[src/rtl/bitwise_reduce_pipe.sv]
// bitwise_reduce_pipe
// Two-stage valid/ready pipeline that reduces PORT_NUM operands of WIDTH bits
// with AND, OR, XOR or XNOR. Stage S1 captures operands and mode; stage S2
// holds the computed result that drives out_data/out_valid.
// Optional feature: define BITWISE_REDUCE_MASK_EN to add in_mask, a per-port
// participation mask captured together with in_data.
module bitwise_reduce_pipe #(
  parameter int PORT_NUM = 8,
  parameter int WIDTH    = 8
) (
  input  logic                      clk,
  input  logic                      rst_n,
  input  logic [PORT_NUM*WIDTH-1:0] in_data,
  input  logic [1:0]                in_mode,
`ifdef BITWISE_REDUCE_MASK_EN
  input  logic [PORT_NUM-1:0]       in_mask,
`endif
  input  logic                      in_valid,
  output logic                      in_ready,
  output logic [WIDTH-1:0]          out_data,
  output logic                      out_valid,
  input  logic                      out_ready
);

  typedef enum logic [1:0] {
    MODE_AND  = 2'b00,
    MODE_OR   = 2'b01,
    MODE_XOR  = 2'b10,
    MODE_XNOR = 2'b11
  } mode_e;

  // Stage 1: captured operands and mode
  logic                      s1_valid_q, s1_valid_d;
  logic [PORT_NUM*WIDTH-1:0] s1_data_q,  s1_data_d;
  mode_e                     s1_mode_q,  s1_mode_d;
  logic [PORT_NUM-1:0]       s1_part_q,  s1_part_d;

  // Stage 2: computed result
  logic                      s2_valid_q, s2_valid_d;
  logic [WIDTH-1:0]          s2_data_q,  s2_data_d;

  logic                      in_fire;
  logic                      s2_load;
  logic [PORT_NUM-1:0]       in_part;
  logic [WIDTH-1:0]          result;

`ifdef BITWISE_REDUCE_MASK_EN
  assign in_part = in_mask;
`else
  assign in_part = '1;
`endif

  // S1 can take a new transaction whenever some stage frees up this cycle;
  // held low throughout reset so nothing is accepted while state clears.
  assign in_ready = rst_n & (~s1_valid_q | ~s2_valid_q | out_ready);
  assign in_fire  = in_valid & in_ready;
  assign s2_load  = s1_valid_q & (~s2_valid_q | out_ready);

  assign out_data  = s2_data_q;
  assign out_valid = s2_valid_q;

  // Reduce the S1 operands; masked ports are skipped, which is the same as
  // contributing the identity element of the selected operation.
  always_comb begin
    // NOTE: combinational blocks use blocking '=' and give every variable a
    // default first, so no path leaves a value held and no latch is inferred.
    if (s1_mode_q == MODE_AND) result = '1;
    else                       result = '0;
    for (int i = 0; i < PORT_NUM; i++) begin
      if (s1_part_q[i]) begin
        case (s1_mode_q)
          MODE_AND: result = result & s1_data_q[i*WIDTH +: WIDTH];
          MODE_OR:  result = result | s1_data_q[i*WIDTH +: WIDTH];
          default:  result = result ^ s1_data_q[i*WIDTH +: WIDTH];
        endcase
      end
    end
    if (s1_mode_q == MODE_XNOR) result = ~result;
  end

  // Next-state for both stages: S1 loads on accept, empties when S2 takes it;
  // S2 loads from S1, empties when downstream takes it with nothing behind.
  always_comb begin
    s1_valid_d = s1_valid_q;
    s1_data_d  = s1_data_q;
    s1_mode_d  = s1_mode_q;
    s1_part_d  = s1_part_q;
    s2_valid_d = s2_valid_q;
    s2_data_d  = s2_data_q;

    if (in_fire) begin
      s1_valid_d = 1'b1;
      s1_data_d  = in_data;
      s1_mode_d  = mode_e'(in_mode);
      s1_part_d  = in_part;
    end else if (s2_load) begin
      s1_valid_d = 1'b0;
    end

    if (s2_load) begin
      s2_valid_d = 1'b1;
      s2_data_d  = result;
    end else if (out_ready) begin
      s2_valid_d = 1'b0;
    end
  end

  // Control and output registers with synchronous active-low reset.
  always_ff @(posedge clk) begin
    // NOTE: sequential blocks use non-blocking '<=' so every register samples
    // values from before the edge, independent of statement order.
    if (!rst_n) begin
      s1_valid_q <= 1'b0;
      s2_valid_q <= 1'b0;
      s2_data_q  <= '0;
    end else begin
      s1_valid_q <= s1_valid_d;
      s2_valid_q <= s2_valid_d;
      s2_data_q  <= s2_data_d;
    end
  end

  // S1 payload registers.
  always_ff @(posedge clk) begin
    // NOTE: payload is deliberately not reset; it is only consumed while
    // s1_valid_q is set, and dropping the reset keeps these as plain flops.
    s1_data_q <= s1_data_d;
    s1_mode_q <= s1_mode_d;
    s1_part_q <= s1_part_d;
  end

endmodule

[config.mk]
export PLATFORM = sky130hd
export DESIGN_NAME = bitwise_reduce_pipe
export DESIGN_NICKNAME = d
export VERILOG_FILES = /design/src/rtl/bitwise_reduce_pipe.sv
export SDC_FILE = /design/constraint.sdc
export NUM_CORES = 1
export LEC_CHECK = 0
export ABC_AREA = 1
export CAP_MARGIN = 20
export CORE_ASPECT_RATIO = 1.25
export CORE_MARGIN = 1.5
export CORE_UTILIZATION = 57
export DETAILED_ROUTE_END_ITERATION = 10
export PLACE_DENSITY = 0.82
export RECOVER_POWER = 50
export SETUP_SLACK_MARGIN = 0.2
export SLEW_MARGIN = 20
export SYNTH_ARGS = -nofsm -noshare
export SYNTH_HDL_FRONTEND = slang
export SYNTH_SLANG_ARGS = --single-unit
[constraint.sdc]
create_clock -name clk -period 8.5 [get_ports clk]
set_input_delay 1.7 -clock clk [delete_from_list [all_inputs] [get_ports clk]]
set_output_delay 1.7 -clock clk [all_outputs]
set_load 0.1 [all_outputs]
==> flow_summary.yaml <==
logic_synthesis:
  synth_edf_count: 66
  synth_async_sr_flop_share_pct: 0
  synthDistinctLibCells: 21
  syn_inst: 630
  synthesis.nets: 820
  netlist_area_um2: 6090
  synth_ff_type: "edfxtp_1"
  yosys-top-cells-area: "edfxtp_1, ha_1, inv_1"
  synth_warnings: 0
  synth_top_area_cell: "edfxtp_1"
  synth-seq-cells: 76
  avgSynthCellArea_um2: 9.66
  synth_top_area_share_pct: 32.6
  synth.yosys.seq_area_share_pct: 35.8
routing:
  vias: 4312
  ant_nets: 0
  firstDrtPassIters: 5
  vias_per_cell: 5.13
  drt_iter0_markers: 182
  drt-total-wl_um: 11600
  post-route-drc-count: 0
  routedWlPerCell_um: 13.8
global_route:
  met2_usage_pct: 39.5
  grt_pass1_wl_um: 19400
  grtUsageTotal_pct: 21.9
  grt_overflow_total: 0
  grt_max_degree: 67
  gr-usage-met3_pct: 5.28
  first_global_vias: 4602
  grt-busiest-layer: "met2"
  antenna_found_initial: 0
  met1_usage_pct: 24.1
pwr:
  power.density_nw_per_um2: 150
  vdd_drop_max_uv: 94.7
  leakagePower_nw: 3.42
die:
  die_h_um: 119
  core_um2: 10500
  num_rows: 42
  io_pins: 80
  die_x_um: 95.4
  die-area_um2: 11300
  initial_core_util_pct: 57.9
min_path:
  hold_class: "flop to flop"
timing:
  slew_headroom_pct: -139
  period_share_pct: 68.6
  setup_viol: 0
  slew_violations: 67
  setup_slack_ns: 2.67
  rsz0062_at_grt: "no"
  hold_viol: 0
  period_needed_ns: 5.83
  fin_skew_ns: 0.00607
  fin_tns_setup_ns: 0
  worst_pin_slew_ns: 3.58
  fmax_mhz: 172
placement:
  dp_cells: 824
  post-place-ws_ns: 2.83
  dp_hpwl_um: 7870
  dpl_cell_area_um2: 6910
  io_buffers: 79
  place_congestion: 0.822
setup_path:
  cpMostUsedCell: "ha_1"
  slowest_stage: "edfxtp_1"
  cp_cell_sequence: "inv_8 -> nand2_8 -> o221ai_2 -> ha_1 -> o221ai_2 -> ha_1 -> o22ai_1 -> a21oi_1 -> inv_1 -> ha_1 -> o221ai_2 -> ha_1 -> o221ai_2 -> ha_1 -> o221ai_2 -> ha_1 -> o221ai_2 -> inv_1 -> ha_1 -> inv_1 -> nand2_1 -> o211ai_1 -> a21oi_1"
  worstSetupEndpointType: "flop"
  path_max_fanout: 64
  slowest_delay_ns: 0.63
  required_ns: 8.73
  critPathArrivalTime_ns: 6.06
  path_class: "flop to flop"
  start_kind: "flop"
final_layout:
  final_common_cell: "inv_1"
  drive_above_1_share_pct: 10.0
  fill_cells: 780
  diodes: 0
  final_cell_mix: "inv_1, ha_1, nand2_1, dlygate4sd3_1, edfxtp_1"
  fin_nets: 893
  final_cells: 840
  area_delta_synth_final_pct: 18.2
  postLayoutCellArea_um2: 7200
clock_network:
  max-clock-path-buffers: 2
  clock_sinks: 76
  postCtsHoldBufs: 0
  postCtsSetupRepairBufs: 0
  cts_root_buf: "clkbuf_16"
  numCtsBuffers: 9
  cts_tree: "built"
  post_cts_resized: 0
  clkSlewWorstSetupHoldPaths_ns: 0.06
  clk_latency_ns: 0.34
  ctsHtreeMaxLevel: 3
run_status:
  violations: "max-capacitance violations, max-slew violations"
  outcome: "finished with violations"
job:
  maxCapViolations: 1
-- kinds of logic (layout without fill, tap and decap cells) --
kind of cell / Yosys count / count (layout) / synth area share [%]
adders and majority gates: 120 / 120 / 24.7
AOI/OAI and AO/OA: 89 / 89 / 16.2
DFF: 76 / 76 / 35.8
buffers and inverters: 251 / 329 / 17.0
and+or+nand+nor: 94 / 94 / 6.25
-- where the power goes --
group / switching [mW] / internal, mW / leakage (nW)
clock network: 0.148 / 0.233 / 0.145
registers: 0.0123 / 0.428 / 0.701
logic: 0.150 / 0.108 / 2.57
total: 0.311 / 0.770 / 3.42
-- per-stage QoR --
step	total power, mW	hold WS [ns]	utilization [%]
after global routing	1.14	0.520	68.5
after floorplan	0.635	0.451	-
after detailed placement	0.708	0.480	65.8
after CTS	1.09	0.489	68.6
after global placement	0.693	0.457	65.8
final	1.08	0.487	68.5
-- final timing paths --
| kind | end | from | slack [ns] | cells after the start |
|---|---|---|---|---|
| worst max-delay path | out_data[3] | s1_mode_q[1] | 2.67 | 23 |
| worst max register to register | out_data[3] | s1_mode_q[1] | 2.67 | 23 |
| worst min register to register | out_valid | s1_valid_q | 0.49 | 2 |
| worst min-delay path | out_valid | s1_valid_q | 0.49 | 2 |
-- registers in the layout, summed over array words and instances, names as in the netlist --
| signal | cells |
|---|---|
| s1_valid_q | 1 |
| out_valid | 1 |
| s1_mode_q | 2 |
| out_data | 8 |
| s1_data_q | 64 |
-- Yosys cell counts (2+ instances only) --
cell type	n
a21oi_1	12
buf_2	5
buf_4	7
buf_6	7
dfxtp_1	10
edfxtp_1	66
ha_1	120
inv_1	230
nand2_1	68
nand3_1	2
nor2_1	20
o211ai_1	7
o21ai_0	14
o221ai_2	52
o22ai_1	4
-- cell type report --
class | count | area, µm² | share of cell area [%]
Clock inverter | 5 | 51.3 | 0.713
Clock buffer | 11 | 243 | 3.37
Multi-Input combinational cell | 303 | 2880 | 40.0
Inverter | 232 | 878 | 12.2
Timing Repair Buffer | 81 | 802 | 11.1
Tap cell | 132 | 165 | 2.29
Sequential cell | 76 | 2180 | 30.3
-- per-layer routing --
metal | wire [µm] | vias up
li1 | - | 2134
met1 | 4700 | 2063
met2 | 6170 | 92
met3 | 442 | 23
met4 | 304 | 0
met5 | 0 | -
-- worst max-delay path: cells and delay by family (launching register included) --
family	cells	cell delay, ns
buffers and inverters	4	0.72
and+or+nand+nor	2	0.50
DFF	1	0.63
AOI/OAI and AO/OA	10	1.96
adders and majority gates	7	1.81
No activity file was read; power rests on OpenSTA's default activity.
